[config.mk]
export PLATFORM = sky130hd
export DESIGN_NAME = dma_addr_sequencer_flat
export DESIGN_NICKNAME = d
export VERILOG_FILES = /design/src/rtl/dma_addr_sequencer_pkg.sv /design/src/rtl/dma_addr_sequencer_if.sv /design/src/rtl/dma_addr_sequencer_incr.sv /design/src/rtl/dma_addr_sequencer.sv /design/src/flat_wrapper.sv
export SDC_FILE = /design/constraint.sdc
export NUM_CORES = 1
export LEC_CHECK = 0
export CAP_MARGIN = 40
export CELL_PAD_IN_SITES_DETAIL_PLACEMENT = 1
export CELL_PAD_IN_SITES_GLOBAL_PLACEMENT = 1
export CORE_MARGIN = 2
export CORE_UTILIZATION = 35
export CTS_BUF_LIST = sky130_fd_sc_hd__clkbuf_8
export CTS_CLUSTER_SIZE = 24
export DETAILED_ROUTE_END_ITERATION = 10
export PLACE_DENSITY_LB_ADDON = 0.1
export SYNTH_ARGS = -nofsm -noshare
export SYNTH_HDL_FRONTEND = slang
export SYNTH_HIERARCHICAL = 1
export SYNTH_SLANG_ARGS = --single-unit
[constraint.sdc]
create_clock -name MasterClock -period 4.4 [get_ports MasterClock]
set_input_delay 0.66 -clock MasterClock [delete_from_list [all_inputs] [get_ports MasterClock]]
set_output_delay 0.66 -clock MasterClock [all_outputs]
set_load 0.02 [all_outputs]
[src/rtl/dma_addr_sequencer_pkg.sv]
// Shared types and constants for the Slipstream DMA address sequencer.
//   dma_state_t : sequencer FSM state encoding
//   STEP_BYTE   : address step for byte transfers
//   STEP_WORD   : address step for word transfers
package slipstream_dma_pkg;

  typedef enum logic [1:0] {
    IDLE = 2'd0,
    RUN  = 2'd1,
    DONE = 2'd2
  } dma_state_t;

  localparam logic [1:0] STEP_BYTE = 2'd1;
  localparam logic [1:0] STEP_WORD = 2'd2;

endpackage

[src/rtl/dma_addr_sequencer_if.sv]
// Address handshake between the sequencer and the bus-request stage.
//   Addr      : current transfer address
//   AddrValid : Addr is a live transfer address
//   Remaining : addresses still to issue, including the current one
//   Take      : consumer accepts the current Addr
interface dma_addr_sequencer_if #(
  parameter int AW = 20,
  parameter int CW = 16
);
  logic [AW-1:0] Addr;
  logic          AddrValid;
  logic [CW-1:0] Remaining;
  logic          Take;

  modport master (output Addr, output AddrValid, output Remaining, input Take);
  modport slave  (input Addr, input AddrValid, input Remaining, output Take);
endinterface

[src/rtl/dma_addr_sequencer_incr.sv]
// Ripple incrementer built from HALFADD cells.
//   HALFADD : single half-adder cell (A, B -> S, C)
//   m_INCR  : W-bit incrementer, A + CI -> Q with carry-out CO
module HALFADD (
  input  logic A,
  input  logic B,
  output logic S,
  output logic C
);
  assign S = A ^ B;
  assign C = A & B;
endmodule

module m_INCR #(
  parameter int W = 20
) (
  input  logic [W-1:0] A,
  input  logic         CI,
  output logic [W-1:0] Q,
  output logic         CO
);
  logic [W:0] carry;

  assign carry[0] = CI;

  for (genvar i = 0; i < W; i++) begin : g_chain
    HALFADD u_ha (
      .A(A[i]),
      .B(carry[i]),
      .S(Q[i]),
      .C(carry[i+1])
    );
  end

  assign CO = carry[W];
endmodule

[src/rtl/dma_addr_sequencer.sv]
// Sequential bus-address generator for block transfers.
//   MasterClock, Reset : clock and synchronous active-high reset
//   Load, StartAddr, Count, Word : shadow-register preload
//   Go, Abort          : start / terminate a transfer
//   bus                : Addr/AddrValid/Remaining out, Take in
//   Busy, Done         : RUN indicator and completion pulse
//
// state | meaning
// IDLE  | no transfer; shadow regs writable; Go starts a transfer
// RUN   | Addr live; each Take advances Addr and decrements Remaining
// DONE  | one-cycle completion pulse; Go ignored, Load accepted
module dma_addr_sequencer
  import slipstream_dma_pkg::*;
#(
  parameter int AW = 20,
  parameter int CW = 16
) (
  input  logic          MasterClock,
  input  logic          Reset,
  input  logic          Load,
  input  logic [AW-1:0] StartAddr,
  input  logic [CW-1:0] Count,
  input  logic          Word,
  input  logic          Go,
  input  logic          Abort,
  output logic          Busy,
  output logic          Done,
  dma_addr_sequencer_if.master bus
);
  dma_state_t    state_q, state_d;
  logic [AW-1:0] start_q, start_d;
  logic [CW-1:0] count_q, count_d;
  logic          word_q, word_d;
  logic [AW-1:0] addr_q, addr_d;
  logic [CW-1:0] rem_q, rem_d;
  logic          word_cur_q, word_cur_d;

  logic [AW-1:0] inc_a, inc_q, addr_next;
  logic          incr_co_unused;
  logic          load_en;

  // For word steps bit 0 is forced high so the carry-in ripples straight
  // into bit 1; the original bit 0 is restored afterwards.
  assign inc_a = {addr_q[AW-1:1], addr_q[0] | word_cur_q};

  m_INCR #(.W(AW)) u_incr (
    .A (inc_a),
    .CI(1'b1),
    .Q (inc_q),
    .CO(incr_co_unused)
  );

  assign addr_next = word_cur_q ? {inc_q[AW-1:1], addr_q[0]} : inc_q;
  assign load_en   = Load && (state_q != RUN);

  always_ff @(posedge MasterClock) begin
    if (Reset) begin
      state_q    <= IDLE;
      start_q    <= '0;
      count_q    <= '0;
      word_q     <= 1'b0;
      addr_q     <= '0;
      rem_q      <= '0;
      word_cur_q <= 1'b0;
    end else begin
      state_q    <= state_d;
      start_q    <= start_d;
      count_q    <= count_d;
      word_q     <= word_d;
      addr_q     <= addr_d;
      rem_q      <= rem_d;
      word_cur_q <= word_cur_d;
    end
  end

  always_comb begin
    state_d    = state_q;
    start_d    = start_q;
    count_d    = count_q;
    word_d     = word_q;
    addr_d     = addr_q;
    rem_d      = rem_q;
    word_cur_d = word_cur_q;

    if (load_en) begin
      start_d = StartAddr;
      count_d = Count;
      word_d  = Word;
    end

    unique case (state_q)
      IDLE: begin
        // start_d/count_d/word_d already reflect a same-cycle Load.
        if (Go) begin
          state_d    = RUN;
          addr_d     = start_d;
          rem_d      = count_d;
          word_cur_d = word_d;
        end
      end
      RUN: begin
        if (Abort) begin
          state_d = IDLE;
        end else if (bus.Take) begin
          addr_d = addr_next;
          rem_d  = rem_q - CW'(1);
          if (rem_q == CW'(1)) state_d = DONE;
        end
      end
      DONE: state_d = IDLE;
      default: state_d = IDLE;
    endcase
  end

  assign bus.Addr      = addr_q;
  assign bus.Remaining = rem_q;
  assign bus.AddrValid = (state_q == RUN);
  assign Busy          = (state_q == RUN);
  assign Done          = (state_q == DONE);
endmodule
[src/flat_wrapper.sv]
// flat-port wrapper written by rule: the top's interface ports become plain ports
module dma_addr_sequencer_flat import slipstream_dma_pkg::*;
#(
  parameter int AW = 20,
  parameter int CW = 16
)
  (MasterClock, Reset, Load, StartAddr, Count, Word, Go, Abort, Busy, Done, bus_Addr, bus_AddrValid, bus_Remaining, bus_Take);
  dma_addr_sequencer_if #(.AW(AW), .CW(CW)) bus_i ();
  input  logic MasterClock;
  input  logic Reset;
  input  logic Load;
  input  logic [AW-1:0] StartAddr;
  input  logic [CW-1:0] Count;
  input  logic Word;
  input  logic Go;
  input  logic Abort;
  output logic Busy;
  output logic Done;
  output wire logic [$bits(bus_i.Addr)-1:0] bus_Addr;
  output wire logic [$bits(bus_i.AddrValid)-1:0] bus_AddrValid;
  output wire logic [$bits(bus_i.Remaining)-1:0] bus_Remaining;
  input wire logic [$bits(bus_i.Take)-1:0] bus_Take;
  assign bus_Addr = bus_i.Addr;
  assign bus_AddrValid = bus_i.AddrValid;
  assign bus_Remaining = bus_i.Remaining;
  assign bus_i.Take = bus_Take;
  dma_addr_sequencer #(.AW(AW), .CW(CW)) u_core (.MasterClock(MasterClock), .Reset(Reset), .Load(Load), .StartAddr(StartAddr), .Count(Count), .Word(Word), .Go(Go), .Abort(Abort), .Busy(Busy), .Done(Done), .bus(bus_i));
endmodule
==> results.json <==
{
  "final_area_um2": 5310,
  "initial_core_util_pct": 36.0,
  "drive_gt1_share_pct": 10.2,
  "mostFrequentLayoutCells": "nand2_1, clkdlybuf4s50_1, a21oi_1, dfxtp_1, mux2i_1",
  "synth_top_area_share_pct": 36.9,
  "synth.yosys.seq_area_share_pct": 36.9,
  "setup_viol": 0,
  "place_inst": 693,
  "die_area_um2": 12700,
  "path_class": "flip-flop to flip-flop",
  "leakagePower_uw": 0.00204,
  "final_util_pct": 46.3,
  "dr.pass1.iters": 4,
  "antenna_found_initial": 0,
  "p_per_area_nw_per_um2": 352,
  "crit_path_start_kind": "flip-flop",
  "io_pins": 82,
  "die_w_um": 113,
  "async_flop_share_pct": 0,
  "synth_top_area_cell": "dfxtp_1",
  "clk_latency_ns": 0.37,
  "synth_edf_count": 0,
  "power_frac_clock_pct": 32.4,
  "synthAdderAreaFrac_pct": 6.67,
  "required_ns": 4.62,
  "status": "completed",
  "p_seq_share_pct": 42.4,
  "diodes": 0,
  "drt-total-wl_um": 12400,
  "rows": 39,
  "ir_drop_uv": 132,
  "synth_area_um2": 4130,
  "synth-seq-cells": 76,
  "synth_cell_type_count": 48,
  "cts.sinks": 76,
  "muxShareOfSynthArea_pct": 8.77,
  "tightest_slew_ns": 0.872,
  "instances_no_fill": 709,
  "finalWeightedCongestion": 0.801,
  "period_share_pct": 98.0,
  "synth_xor_area_share_pct": 0,
  "nNetsFinal": 626,
  "relSlewSlack_pct": 41.9,
  "seq_area_um2": 1530,
  "switchingPower_uw": 595,
  "switching_share_pct": 31.8,
  "grt_pass1_vias": 4044,
  "synth_area_leaders": "dfxtp_1, nand2_1, a21oi_1",
  "pwr-share-comb_pct": 25.1,
  "multi_input_comb_area_um2": 2470,
  "ys.flop_type": "dfxtp_1",
  "syn_area_per_cell_um2": 8.04,
  "cp_max_fo": 2,
  "place_area_um2": 4920,
  "fp.dieH_um": 113,
  "post-route-drc-count": 0,
  "finalHoldViolCount": 0,
  "numCtsBuffers": 9,
  "internal-power_uw": 1270,
  "crit_path_end_kind": "flip-flop",
  "period_needed_ns": 4.31,
  "clock_path_buffers": 2,
  "io_buffers": 81,
  "hp-class": "flip-flop to flip-flop",
  "synth_compound_area_share_pct": 18.9,
  "final_max_slew_viol_count": 0,
  "cap_violations": 0,
  "fillCellCount": 1357,
  "cts_root_buf": "clkbuf_8",
  "ys_warn_count": 6,
  "via_per_inst": 5.33,
  "wire_per_inst_um": 17.5,
  "overflow": 0,
  "synth_top_family_by_area": "simple AND/OR/NAND/NOR gates",
  "postRouteAntennaNets": 0,
  "cts_tree": "done",
  "dp_hpwl_um": 8000,
  "cts.clk_slew.worst_paths_ns": 0.09,
  "drt_iter0_markers": 132,
  "vias": 3777,
  "yosys.area_share.simple_pct": 21.0,
  "arrival_ns": 4.54,
  "syn_to_final_growth_pct": 28.8,
  "clock_skew_ns": 0.0104,
  "syn_inst": 513,
  "max_freq_mhz": 232,
  "grt_usage_pct": 20.0,
  "grt_max_degree": 77,
  "core-area_um2": 11500,
  "syn-num-nets": 578,
  "grt_pass1_wl_um": 20300,
  "layout_commonest_cell": "nand2_1",
  "htreeDepth": 3,
  "cts_setup_buffers": 0
}
## registers in the layout (all words and copies together) (netlist names)
name	flops
u_core/count_q	16
u_core/bus.Addr	20
u_core/word_q	1
u_core/bus.Remaining	16
u_core/state_q	2
u_core/word_cur_q	1
u_core/start_q	20
## per-stage QoR
stage | TNS, ns | setup WS [ns] | total power [uW] | hold WS [ns]
global placement | -0.392 | -0.277 | 1240 | 0.441
CTS | 0 | 0.00906 | 1890 | 0.459
global route | -0.0192 | -0.0192 | 1980 | 0.480
finish | 0 | 0.0862 | 1870 | 0.458
detailed placement | -0.574 | -0.366 | 1270 | 0.446
floorplan | 0 | 0.386 | 1090 | 0.434
## synth_stat cells (3+ instances only)
master,n
or3_1,3
nor2b_1,3
nand2b_1,5
nor2_1,17
clkbuf_1,18
ha_1,22
o311ai_0,3
nor4_1,4
o221ai_1,4
o211ai_1,19
inv_1,4
nor3_1,8
nand4_1,5
a21oi_1,75
nand2_1,129
buf_4,21
o21ai_0,11
mux2i_1,35
dfxtp_1,76
buf_2,14
nand3_1,5
## metal layers
| metal | global-route usage, % | wire length [um] | up-vias |
|---|---|---|---|
| met5 | 0 | 0 | - |
| met1 | 26.0 | 5720 | 1813 |
| met3 | 3.62 | 519 | 12 |
| met4 | 6.18 | 149 | 0 |
| li1 | - | - | 1874 |
| met2 | 33.7 | 6020 | 78 |
## critical path, stage by stage (launching register included)
cell and delay, ns:
dfxtp_4 0.34, or2_4 0.23, ha_4 0.16, ha_4 0.15, ha_4 0.16, ha_4 0.15, ha_2 0.16, ha_2 0.18
ha_4 0.16, ha_4 0.16, ha_4 0.16, ha_4 0.15, ha_4 0.15, ha_4 0.15, ha_2 0.16, ha_1 0.18
ha_2 0.18, ha_4 0.16, ha_4 0.15, ha_4 0.15, ha_2 0.17, ha_1 0.26, o211ai_1 0.18, a21oi_1 0.09
## final cells by class
type | instances | share of cell area [%]
clock buffer | 10 | 2.59
clock inverter | 6 | 1.48
inverter | 5 | 0.353
multi-input combinational | 378 | 46.4
sequential | 76 | 28.7
tap | 143 | 3.37
timing repair buffer | 91 | 17.1
## cell families after synthesis
| family | after synthesis |
|---|---|
| AO/OA/AOI/OAI | 127 |
| adder cells (fa/ha/maj) | 22 |
| buffers and inverters | 59 |
| flip-flops | 76 |
| multiplexers | 36 |
| other | 1 |
| AND/OR/NAND/NOR | 192 |
## final timing paths
| path | from | end | slack, ns | cells past startpoint |
|---|---|---|---|---|
| setup / recovery | u_core/bus.Addr[0] | u_core/bus.Addr[19] | 0.09 | 23 |
| hold / removal | u_core/start_q[11] | u_core/start_q[11] | 0.46 | 2 |
| setup reg to reg | u_core/bus.Addr[0] | u_core/bus.Addr[19] | 0.09 | 23 |
| hold reg to reg | u_core/start_q[11] | u_core/start_q[11] | 0.46 | 2 |
## power by group through the flow
| stage | combinational (uW) | sequential (uW) | clock (uW) |
|---|---|---|---|
| after detailed placement | 463 | 804 | 0 |
| after global routing | 516 | 802 | 659 |
| after floorplan | 282 | 808 | 0 |
| after CTS | 470 | 791 | 625 |
| final | 470 | 793 | 606 |
| after global placement | 443 | 800 | 0 |
## what timing repair did
item | 4_1_cts | 5_1_grt
hold buffers | 0 | 0
pin swaps | 1 | 1
endpoints found under the hold margin | 0 | 0
cloned | 0 | 0
resized for setup | 23 | 8
endpoints found under the setup margin | 3 | 1
(Power assumes the default switching activity.)
